==> config.mk <==
export PLATFORM = sky130hd
export DESIGN_NAME = deserializer_8b_rtl
export DESIGN_NICKNAME = d
export VERILOG_FILES = /design/src/rtl/deser_pkg.sv /design/src/rtl/shift_reg_8b_rtl.sv /design/src/rtl/deserializer_8b_rtl.sv
export SDC_FILE = /design/constraint.sdc
export NUM_CORES = 1
export LEC_CHECK = 0
export BUFFER_PORTS_ARGS = -buffer_cell sky130_fd_sc_hd__buf_4
export CAP_MARGIN = 15
export CORE_ASPECT_RATIO = 0.5
export CORE_MARGIN = 2
export CORE_UTILIZATION = 24
export DETAILED_ROUTE_END_ITERATION = 10
export REMOVE_ABC_BUFFERS = 1
export SKIP_LAST_GASP = 1
export SYNTH_ARGS = -nofsm -noshare
export SYNTH_HDL_FRONTEND = slang
export SYNTH_HIERARCHICAL = 1
export SYNTH_SLANG_ARGS = --single-unit
==> constraint.sdc <==
create_clock -name clk -period 2.7 [get_ports clk]
set_input_delay 0.135 -clock clk [delete_from_list [all_inputs] [get_ports clk]]
set_output_delay 0.135 -clock clk [all_outputs]
set_load 0.05 [all_outputs]
==> src/rtl/deser_pkg.sv <==
// -----------------------------------------------------------------------------
// deser_pkg
// Shared definitions for the serial-to-parallel byte deserializer.
//   state_t : FSM states of the deserializer (IDLE, RECV, FULL)
//   NBITS   : number of serial bits assembled into one output word
//   CNT_W   : width of the received-bit counter (holds 0..NBITS)
// -----------------------------------------------------------------------------
package deser_pkg;

  localparam int NBITS = 8;
  localparam int CNT_W = 4;

  typedef enum logic [1:0] {
    IDLE = 2'd0,
    RECV = 2'd1,
    FULL = 2'd2
  } state_t;

endpackage

==> src/rtl/shift_reg_8b_rtl.sv <==
// -----------------------------------------------------------------------------
// shift_reg_8b_rtl
// 8-bit assembly register with a synchronous clear and a single-bit indexed
// write port. When clr and we are both high the register is cleared and the
// indexed bit is written in the same edge, which is how a new frame starts.
// Ports:
//   clk  in   clock
//   rst  in   synchronous active-high reset, clears q
//   clr  in   clear all bits to 0 at the next edge
//   we   in   write din into q[idx] at the next edge
//   idx  in   [2:0] physical bit index to write
//   din  in   data bit to write
//   q    out  [7:0] register contents
// -----------------------------------------------------------------------------
module shift_reg_8b_rtl (
  input  logic       clk,
  input  logic       rst,
  input  logic       clr,
  input  logic       we,
  input  logic [2:0] idx,
  input  logic       din,
  output logic [7:0] q
);

  logic [7:0] q_next;

  // Clear takes effect first so a frame-start write lands in an empty byte.
  always_comb begin
    q_next = clr ? 8'h00 : q;
    if (we) begin
      q_next[idx] = din;
    end
  end

  always_ff @(posedge clk) begin
    if (rst) begin
      q <= 8'h00;
    end else if (clr || we) begin
      q <= q_next;
    end
  end

endmodule

==> src/rtl/deserializer_8b_rtl.sv <==
// -----------------------------------------------------------------------------
// deserializer_8b_rtl
// Serial-to-parallel front end: accepts one bit per cycle over a val/rdy
// handshake, assembles 8 bits into a byte and offers it on a val/rdy output.
// out_en pulses when the byte is consumed so a downstream 8-bit register can
// capture out_d in that same cycle. in_sof (with in_val) restarts a frame.
// Parameters:
//   MSB_FIRST  1: first accepted bit lands in out_d[7]; 0: in out_d[0]
// Ports:
//   clk      in   clock
//   rst      in   synchronous active-high reset
//   in_val   in   serial bit valid
//   in_bit   in   serial data bit
//   in_sof   in   start-of-frame, qualified by in_val
//   in_rdy   out  block can accept a bit this cycle
//   out_val  out  assembled byte available
//   out_rdy  in   consumer accepts byte this cycle
//   out_d    out  [7:0] assembled byte (0 unless a full byte is held)
//   out_en   out  downstream load enable, out_val && out_rdy
// -----------------------------------------------------------------------------
module deserializer_8b_rtl
  import deser_pkg::*;
#(
  parameter int unsigned MSB_FIRST = 1
) (
  input  logic       clk,
  input  logic       rst,
  input  logic       in_val,
  input  logic       in_bit,
  input  logic       in_sof,
  output logic       in_rdy,
  output logic       out_val,
  input  logic       out_rdy,
  output logic [7:0] out_d,
  output logic       out_en
);

  state_t           state;
  logic [CNT_W-1:0] count;
  logic             xfer;
  logic             sr_clr;
  logic             sr_we;
  logic [2:0]       pos;
  logic [2:0]       idx;
  logic [7:0]       sr_q;

  assign in_rdy  = (state != FULL);
  assign out_val = (state == FULL);
  assign xfer    = in_val && in_rdy;
  assign out_en  = out_val && out_rdy;

  // The assembly register holds partial bits while receiving; only a
  // completed byte is ever shown downstream.
  assign out_d = out_val ? sr_q : 8'h00;

  // Frame position to physical bit index.
  assign idx = (MSB_FIRST != 0) ? (3'd7 - pos) : pos;

  // Write-port control: a frame start (first bit or resync) clears the byte
  // and writes position 0; any other accepted bit writes position count.
  always_comb begin
    sr_clr = 1'b0;
    sr_we  = 1'b0;
    pos    = 3'd0;
    case (state)
      IDLE: begin
        if (xfer) begin
          sr_clr = 1'b1;
          sr_we  = 1'b1;
        end
      end
      RECV: begin
        if (xfer) begin
          sr_we = 1'b1;
          if (in_sof) begin
            sr_clr = 1'b1;
          end else begin
            pos = count[2:0];
          end
        end
      end
      default: ;
    endcase
  end

  always_ff @(posedge clk) begin
    if (rst) begin
      state <= IDLE;
      count <= '0;
    end else begin
      case (state)
        IDLE: begin
          if (xfer) begin
            state <= RECV;
            count <= CNT_W'(1);
          end
        end
        RECV: begin
          if (xfer) begin
            if (in_sof) begin
              count <= CNT_W'(1);
            end else begin
              count <= count + CNT_W'(1);
              if (count == CNT_W'(NBITS - 1)) begin
                state <= FULL;
              end
            end
          end
        end
        FULL: begin
          if (out_rdy) begin
            state <= IDLE;
            count <= '0;
          end
        end
        default: begin
          state <= IDLE;
          count <= '0;
        end
      endcase
    end
  end

  shift_reg_8b_rtl u_shift (
    .clk (clk),
    .rst (rst),
    .clr (sr_clr),
    .we  (sr_we),
    .idx (idx),
    .din (in_bit),
    .q   (sr_q)
  );

endmodule

==> impl_metrics.ini <==
[setup_path]
path_max_fanout = 11
cp_top_family = simple AND/OR/NAND/NOR gates
critPathKind = flip-flop to output port
crit_slowest_cell = nor2_1
ff2ff_setup_slack_ns = 1.07
path_cells = inv_1, nor2_1, and2_1, buf_4
cp-start-kind = flip-flop
reg2reg_from = state[1]
path_buf_inv = 2
cp.required_ns = 2.57
crit_path_end_kind = output port
critPathLaunch = state[1]
slowest_delay_ns = 0.45
cp.arrival_ns = 1.56

[sta]
fin_crit_ns = 1.70
setup_viol = 0
fin_tns_setup_ns = 0
fin_crit_sh_pct = 62.8
rsz0062_at_grt = false
report.final.slew_viol_count = 0
finalHoldViolCount = 0
fmax_mhz = 590
worst_slew_pin_slew_ns = 0.545
clock_skew_ns = 0.00385
relSlewSlack_pct = 63.5
fin_ws_ns = 1.00

[cts]
clk_latency_ns = 0.24
holdBufCountCts = 0
clkTransAtPathRegs_ns = 0.05
htree_levels = 1
cts.root.buffer_cell = clkbuf_8
cts_max_path_buffers = 2
cts_tree = yes
postCtsResizedCells = 0
numCtsBuffers = 3
postCtsSetupRepairBufs = 0
cts.sinks = 14

[synthesis]
synth_area_per_cell_um2 = 8.45
synth-simple-area-share_pct = 38.5
synth_xor_area_share_pct = 2.30
ys_warn_count = 6
synth-compound-area-share_pct = 12.0
netlist.area_leader.share_pct = 36.8
synth_seq_cells = 14
ys_types = 28
syn_inst = 90
synth.area.mux_share_pct = 3.95
synthAdderAreaFrac_pct = 1.64
synth_flop_cell = dfxtp_1
synth_area_um2 = 761
synth_top_area_cell = dfxtp_1
synth_top_family_by_area = simple AND/OR/NAND/NOR gates
synth_edf_count = 0
synthTopCellsByArea = dfxtp_1, and2_1, nor2_1
synthArstFlopShare_pct = 0
synth_seq_area_share_pct = 36.8

[floorplan]
core-area_um2 = 3010
fp.dieW_um = 83.6
die_area_um2 = 3660
ios = 17
start_util_pct = 25.2
rows = 14
die_h_um = 43.8

[place]
place_congestion = 0.775
post-place-ws_ns = 1.09
port-buffer-count = 16
dpl.hpwl_um = 1130

[detailed_routing]
totalWireLength_um = 1540
ant_nets = 0
via_per_inst = 4.38
drc = 0
drt_first_pass_iters = 2
avgRoutedWirePerCell_um = 10.5
vias = 639
drt_iter0_markers = 45

[min_path]
min_from = rst
hp-class = primary input to flip-flop

[global_routing]
grt_pass1_vias = 568
grt_antenna_before_repair = 0
grt_start_max_net_pins = 12
grtUsageTotal_pct = 9.09
grt_first_pass_wirelength_um = 2540
grt_overflow = 0

[cells_and_area]
multi_input_area_um2 = 444
seq_area_um2 = 280
drive_gt1_share_pct = 22.6
area_growth_pct = 25.0
diodes = 0
layout.nets = 115
n_fill_cell = 334

[power_and_ir_drop]
worst_ir_drop_vdd_mv = 0.152
powerDensity_nw_per_um2 = 432
p_leak_nw = 0.366

[run_status]
outcome = finished, final reports clean

[job]
cap_violations = 0
## sequential cells by signal, indices dropped and copies added (netlist names)
| name | cells |
|---|---|
| u_shift/q | 8 |
| count | 4 |
| state | 2 |
## cell type report
type / count / area share, %
clock buffer: 3 / 4.34
inverter: 4 / 1.58
timing repair buffer: 16 / 12.6
tap: 40 / 5.26
multi-input combinational: 69 / 46.7
sequential: 14 / 29.5
## Yosys cell counts (3+ instances only)
library cell and number:
a21oi_1 4, and2_1 9, dfxtp_1 14, inv_1 4
mux2i_1 3, nand2_1 6, nand2b_1 3, nand3_1 5
nand4b_1 4, nor2_1 12, o21ai_0 4
## worst paths after layout
check | cells past startpoint | to
worst min-delay path | 2 | state[1]
worst max register to register | 6 | u_shift/q[0]
worst max-delay path | 4 | out_d[5]
worst min register to register | 2 | u_shift/q[2]
## worst reg2reg max path: cells and delay by family, from the launching register on
family,cells,cell delay [ns]
flops,1,0.34
compound gates,2,0.35
simple gates,4,0.80
## through the flow
stage,util (%),cells,total power [W],hold slack (ns),instance area (um2)
2_1_floorplan,-,87,0.000237,0.207,739
3_3_place_gp,30.2,143,0.000250,0.355,910
3_5_place_dp,30.2,143,0.000250,0.358,910
4_1_cts,31.6,146,0.000420,0.102,951
5_1_grt,31.6,146,0.000433,0.106,951
6_report,31.6,146,0.000411,0.107,951
## report_power, final
| group | internal, W | total (W) | switching [W] | leakage, nW |
|---|---|---|---|---|
| Clock | 0.0000984 | 0.000165 | 0.0000664 | 0.0216 |
| Sequential | 0.000210 | 0.000215 | 0.00000423 | 0.114 |
| Combinational | 0.0000130 | 0.0000311 | 0.0000181 | 0.231 |
| Total | 0.000322 | 0.000411 | 0.0000887 | 0.366 |
## kinds of logic after synthesis
logic type / after synthesis
AND/OR/NAND/NOR: 49
AO/OA/AOI/OAI: 14
flip-flops: 14
buffers and inverters: 7
multiplexers: 3
XOR/XNOR: 2
adder cells (fa/ha/maj): 1
## layout by cell type, fill, tap and decap left out
master	count
nor3b_1	1
nand2_1	6
nor2b_1	1
nor3b_2	2
a21o_2	1
inv_1	4
o21ai_0	4
o21bai_1	1
dfxtp_1	14
buf_4	16
nor3_1	1
clkbuf_8	3
nand2b_1	3
nor4_1	1
or2_1	1
nand4b_1	4
and2_1	9
o311ai_1	2
nand2b_2	1
nor2_1	12
a21oi_1	4
nor3b_4	1
nand3_1	5
xnor2_1	2
ha_1	1
nand4_1	1
o41ai_1	2
mux2i_1	3
## metal layers
layer	track usage, %	wire length [um]	up-vias
met3	4.38	65	2
met1	10.2	772	278
met4	3.87	17	0
li1	-	-	352
met2	15.2	684	7
met5	0	0	-
Note: power is estimated with default switching activity, not from simulation.
